`src/rtl/bus_arbiter_pkg.sv`:
```
// Shared state/op encodings and defaults for the two-master system-bus arbiter.
package bus_arbiter_pkg;

  typedef enum logic [1:0] {
    ST_IDLE  = 2'd0,
    ST_ISSUE = 2'd1,
    ST_WAIT  = 2'd2
  } state_e;

  typedef enum logic {
    OP_READ  = 1'b0,
    OP_WRITE = 1'b1
  } op_e;

  localparam logic [31:0] ERR_DATA_DEFAULT = 32'hDEADBEEF;

endpackage

```
`src/rtl/bus_arbiter_rr_arb2.sv`:
```
// Combinational two-way round-robin grant: the requester that did not win last time
// takes a tie; no latency, no backpressure.
module bus_arbiter_rr_arb2 (
  input  logic [1:0] req_i,
  input  logic       last_i,
  output logic       gnt_valid_o,
  output logic       gnt_idx_o
);

  assign gnt_valid_o = |req_i;
  assign gnt_idx_o   = (&req_i) ? ~last_i : req_i[1];

endmodule

```
`src/rtl/bus_arbiter.sv`:
```
// Two-master/one-slave bus arbiter: write completes in 2 cycles, read in 2 + slave latency;
// masters hold requests until completion, and a silent slave is cut off after TIMEOUT cycles.
module bus_arbiter
  import bus_arbiter_pkg::*;
#(
  parameter int          W        = 32,
  parameter int          AW       = 16,
  parameter int          TIMEOUT  = 64,
  parameter logic [31:0] ERR_DATA = ERR_DATA_DEFAULT
) (
  input  logic          clk,
  input  logic          rst_n,
  input  logic [AW-1:0] m0_addr,
  input  logic [AW-1:0] m1_addr,
  input  logic          m0_ren,
  input  logic          m1_ren,
  input  logic          m0_wen,
  input  logic          m1_wen,
  input  logic [W-1:0]  m0_wdata,
  input  logic [W-1:0]  m1_wdata,
  input  logic [3:0]    m0_wr_mask,
  input  logic [3:0]    m1_wr_mask,
  output logic [W-1:0]  m0_rdata,
  output logic [W-1:0]  m1_rdata,
  output logic          m0_rd_valid,
  output logic          m1_rd_valid,
  output logic          m0_wr_done,
  output logic          m1_wr_done,
  output logic [AW-1:0] s_addr,
  output logic          s_ren,
  output logic          s_wen,
  output logic [W-1:0]  s_wdata,
  output logic [3:0]    s_wr_mask,
  input  logic [W-1:0]  s_rdata,
  input  logic          s_rd_valid,
  output logic          err,
  output logic          busy
);

  localparam int             CNT_W = $clog2(TIMEOUT + 1);
  localparam logic [CNT_W-1:0] TMO = CNT_W'(TIMEOUT);
  localparam logic [W-1:0]   ERR_W = W'(ERR_DATA);

  state_e          state_q, state_d;
  op_e             op_q, op_d;
  logic            owner_q, owner_d;
  logic            last_q, last_d;
  logic [AW-1:0]   addr_q, addr_d;
  logic [W-1:0]    wdata_q, wdata_d;
  logic [3:0]      mask_q, mask_d;
  logic [CNT_W-1:0] cnt_q, cnt_d;
  logic            err_q, err_d;

  logic gnt_valid, gnt_idx;
  logic rd_phase, timeout_hit, rd_done;

  bus_arbiter_rr_arb2 u_rr (
    .req_i       ({m1_ren | m1_wen, m0_ren | m0_wen}),
    .last_i      (last_q),
    .gnt_valid_o (gnt_valid),
    .gnt_idx_o   (gnt_idx)
  );

  assign rd_phase    = (state_q == ST_ISSUE && op_q == OP_READ) || state_q == ST_WAIT;
  // Slave data arriving on the timeout cycle takes precedence over the error word.
  assign timeout_hit = (state_q == ST_WAIT) && (cnt_q == TMO) && !s_rd_valid;
  assign rd_done     = rd_phase && (s_rd_valid || timeout_hit);

  always_ff @(posedge clk or negedge rst_n) begin
    if (!rst_n) begin
      state_q <= ST_IDLE;
      op_q    <= OP_READ;
      owner_q <= 1'b0;
      last_q  <= 1'b1;
      addr_q  <= '0;
      wdata_q <= '0;
      mask_q  <= '0;
      cnt_q   <= '0;
      err_q   <= 1'b0;
    end else begin
      state_q <= state_d;
      op_q    <= op_d;
      owner_q <= owner_d;
      last_q  <= last_d;
      addr_q  <= addr_d;
      wdata_q <= wdata_d;
      mask_q  <= mask_d;
      cnt_q   <= cnt_d;
      err_q   <= err_d;
    end
  end

  always_comb begin
    state_d = state_q;
    op_d    = op_q;
    owner_d = owner_q;
    last_d  = last_q;
    addr_d  = addr_q;
    wdata_d = wdata_q;
    mask_d  = mask_q;
    cnt_d   = cnt_q;
    err_d   = err_q;
    case (state_q)
      ST_IDLE: begin
        if (gnt_valid) begin
          state_d = ST_ISSUE;
          owner_d = gnt_idx;
          last_d  = gnt_idx;
          op_d    = (gnt_idx ? m1_wen : m0_wen) ? OP_WRITE : OP_READ;
          addr_d  = gnt_idx ? m1_addr : m0_addr;
          wdata_d = gnt_idx ? m1_wdata : m0_wdata;
          mask_d  = gnt_idx ? m1_wr_mask : m0_wr_mask;
        end
      end
      ST_ISSUE: begin
        if (op_q == OP_WRITE || s_rd_valid) begin
          state_d = ST_IDLE;
        end else begin
          state_d = ST_WAIT;
          cnt_d   = CNT_W'(1);
        end
      end
      ST_WAIT: begin
        if (rd_done) begin
          state_d = ST_IDLE;
          cnt_d   = '0;
          err_d   = err_q | timeout_hit;
        end else begin
          cnt_d = cnt_q + CNT_W'(1);
        end
      end
      default: state_d = ST_IDLE;
    endcase
  end

  always_comb begin
    s_ren       = (state_q == ST_ISSUE) && (op_q == OP_READ);
    s_wen       = (state_q == ST_ISSUE) && (op_q == OP_WRITE);
    m0_wr_done  = s_wen && !owner_q;
    m1_wr_done  = s_wen && owner_q;
    m0_rd_valid = rd_done && !owner_q;
    m1_rd_valid = rd_done && owner_q;
    m0_rdata    = '0;
    m1_rdata    = '0;
    if (rd_phase) begin
      if (owner_q) m1_rdata = timeout_hit ? ERR_W : s_rdata;
      else         m0_rdata = timeout_hit ? ERR_W : s_rdata;
    end
  end

  assign s_addr    = addr_q;
  assign s_wdata   = wdata_q;
  assign s_wr_mask = mask_q;
  assign err       = err_q;
  assign busy      = (state_q != ST_IDLE);

endmodule

```
`config.mk`:
```
export PLATFORM = sky130hd
export DESIGN_NAME = bus_arbiter
export DESIGN_NICKNAME = d
export VERILOG_FILES = /design/src/rtl/bus_arbiter_pkg.sv /design/src/rtl/bus_arbiter_rr_arb2.sv /design/src/rtl/bus_arbiter.sv
export SDC_FILE = /design/constraint.sdc
export NUM_CORES = 1
export LEC_CHECK = 0
export CAP_MARGIN = 20
export CORE_ASPECT_RATIO = 0.9
export CORE_MARGIN = 2
export CORE_UTILIZATION = 31
export DETAILED_ROUTE_END_ITERATION = 10
export PLACE_DENSITY = 0.75
export SYNTH_ARGS = -nofsm -noshare
export SYNTH_HDL_FRONTEND = slang
export SYNTH_SLANG_ARGS = --single-unit
```
`constraint.sdc`:
```
create_clock -name clk -period 4.2 [get_ports clk]
set_input_delay 0.63 -clock clk [delete_from_list [all_inputs] [get_ports clk]]
set_output_delay 0.63 -clock clk [all_outputs]
set_load 0.02 [all_outputs]
```
==> impl_metrics.yaml <==
status:
  status: "complete, no violations"
clock_network:
  worstSkewPairLatency_ps: 310
  cts_tree: "yes"
  cts_resized: 0
  cts.sinks: 65
  post-cts-setup-buffers: 0
  cts_inserted_buffers: 9
  htree_levels: 3
  ctsHoldBuffers: 0
  clock_path_buffers: 2
  clkTransAtPathRegs_ps: 60
  root_buffer: "clkbuf_16"
layout:
  nets: 829
  fillers: 1046
  seqCellArea_sq_mm: 0.00163
  area_growth_syn_to_layout_pct: 86.6
  final_cells: 845
  multi_input_area_sq_mm: 0.00179
  antenna_cells: 0
  final_layout_size_suffix_gt1_share_pct: 4.50
  final_area_sq_mm: 0.00664
synth:
  synth_adder_area_share_pct: 0.703
  synth_edf_count: 0
  ys_types: 34
  postSynthCellCount: 434
  ys_warn_count: 0
  synth_seq_cells: 65
  synth-async-reset-ratio_pct: 100
  synth_ff_type: "dfrtp_1"
  synth_fp_nets: 579
  seq_area_frac_synth_pct: 45.7
  yosys.area_share.simple_pct: 24.2
  synth_xor_area_share_pct: 1.23
  synth-compound-area-share_pct: 23.0
  synth_top_family_by_area: "simple AND/OR/NAND/NOR gates"
  synth_area_sq_mm: 0.00356
  muxShareOfSynthArea_pct: 0.633
  syn_avg_cell_area_sq_um: 8.20
sta:
  fin_crit_sh_pct: 87.1
  worstMarginPinSlew_ps: 1060
  rsz0062_at_grt: "false"
  post-route-min-period_ps: 3660
  max_slew_margin_pct: 29.6
  slew_viol_final: 0
  max_freq_mhz: 273
  hold_violations: 0
  skew_ps: 5.90
  fin_setup_tns_ps: 0
  finalSetupViolCount: 0
global_route:
  grtUsageMet1_pct: 20.7
  busiest_layer: "met2"
  use_met3_pct: 4.66
  track_usage_pct: 19.5
  grt_pass1_wl_um: 19100
  antenna_found_initial: 0
  grt_pass1_vias: 3888
  grt_start_max_net_pins: 69
  use_met2_pct: 37.8
  overflow: 0
placed_design:
  dp_hpwl_um: 9800
  placed_cells: 829
  gp_congestion: 0.800
  portBuffers: 266
  dpl_cell_area_sq_mm: 0.00636
critical_path:
  r2r_end: "s_wdata[22]"
  critPathLaunchType: "flip-flop"
  worstPathRequired_ps: 3570
  crit_path_max_fanout: 26
  r2r_start: "state_q[1]"
  worstPathArrival_ps: 3030
  startpoint: "state_q[1]"
  rrSetupSlack_ps: 2040
  endpoint: "m0_rdata[17]"
  reg2regPathDepth: 5
  critPathKind: "flip-flop to output port"
  worstSetupEndpointType: "output port"
power:
  p_per_area_mw_per_mm2: 666
  leakage_nw: 2.67
  irDropWorstVdd_mv: 0.316
routing:
  wl_um: 12700
  via_per_inst: 4.74
  drc_errors: 0
  vias: 4004
  drtPass1Iterations: 4
  drt_iter0_markers: 182
  ant_nets: 0
  wl_per_cell_um: 15.0
floorplan:
  coreArea_sq_mm: 0.0113
  num_io_pins: 267
  rows: 37
  die_area_sq_mm: 0.0124
  die_x_um: 117
  die_h_um: 106
  start_util_pct: 31.5
job:
  max_cap_violations: 0
worst_hold_path:
  min_path_type: "input pin to async pin"
-- sequential cells by signal, summed over array words and instances (netlist names), 2 cells and up --
signal	flops
s_addr	16
state_q	2
s_wr_mask	4
s_wdata	32
cnt_q	7
-- per-stage QoR --
step / setup slack (ps) / total power [mW] / utilization (%) / hold WS (ps)
final: 543 / 4.42 / 58.8 / 356
after global routing: 274 / 4.71 / 58.8 / 414
after CTS: 510 / 4.47 / 58.8 / 374
after detailed placement: 663 / 3.76 / 56.3 / 454
after global placement: 767 / 3.71 / 56.3 / 455
after floorplan: 1390 / 2.51 / - / 334
-- logic make-up after synthesis --
group,Yosys count
simple gates,201
compound gates,119
flops,65
buf+inv,40
xor+xnor,5
mux,2
fa+ha+maj,2
-- placed cells by master (no fill, tap or decap), types with 2 or more instances in the layout --
cell type,count
inv_1,7
nor2_1,55
a31oi_1,53
clkinvlp_4,3
ha_1,2
clkdlybuf4s50_1,265
nand2_1,108
o21ai_0,3
nand3_1,3
nand2b_1,3
and3_1,2
nor2b_1,6
mux2_2,2
or2_2,2
o21a_1,50
clkbuf_16,9
dfrtp_1,64
and2_1,16
clkbuf_8,2
a21oi_1,3
a22o_1,4
xnor2_1,4
buf_4,5
-- layer usage --
metal  vias up  part of all wire, %
met1      1875                   38
met5         -                    0
li1       1979                    -
met3         8                  7.2
met4         0                 0.82
met2       142                   54
-- Yosys cell counts (3+ instances only) --
master    number  share of area [%]
o21ai_0        3               0.42
a22o_1         4               0.98
o21a_1        51                 11
dfrtp_1       64                 45
nand2_1      108                 11
and2_1        16                2.8
a31oi_1       53                9.3
a21oi_1        3               0.42
nor2b_1        6                1.1
nand3_1        3               0.42
inv_1          7               0.74
buf_2          3               0.42
nand2b_1       3               0.53
clkbuf_1      25                2.6
buf_1          4               0.42
nor2_1        56                5.9
xnor2_1        4               0.98
-- worst min path at each step --
stage                     slack [ps]     endpoint  start
final                            360  s_wdata[15]  rst_n
after global routing             410  s_wdata[15]  rst_n
after CTS                        370  s_wdata[15]  rst_n
after detailed placement         450          err    err
after global placement           460          err    err
after floorplan                  330     cnt_q[0]  rst_n
-- report_power, final --
group	leakage (nW)	switching, mW	internal (mW)
Clock	0.131	0.264	0.431
Sequential	0.751	0.169	0.930
Combinational	1.79	1.42	1.21
Total	2.67	1.86	2.57
-- worst max-delay path, stage by stage, from the launching register on --
cell and delay, ps:
dfrtp_1 410, nor3b_1 590, o21a_1 230, buf_4 270, nor2b_1 400, and2_1 200, clkdlybuf4s50_1 610
-- final cells by class --
| class | count | area share (%) |
|---|---|---|
| inverters | 7 | 0.396 |
| flip-flops and latches | 65 | 24.5 |
| well taps | 156 | 2.94 |
| repair buffers | 272 | 40.9 |
| clock buffers | 12 | 3.86 |
| multi-input cells | 329 | 27.0 |
| clock inverters | 4 | 0.414 |
Power figures use the tool's default switching activity.
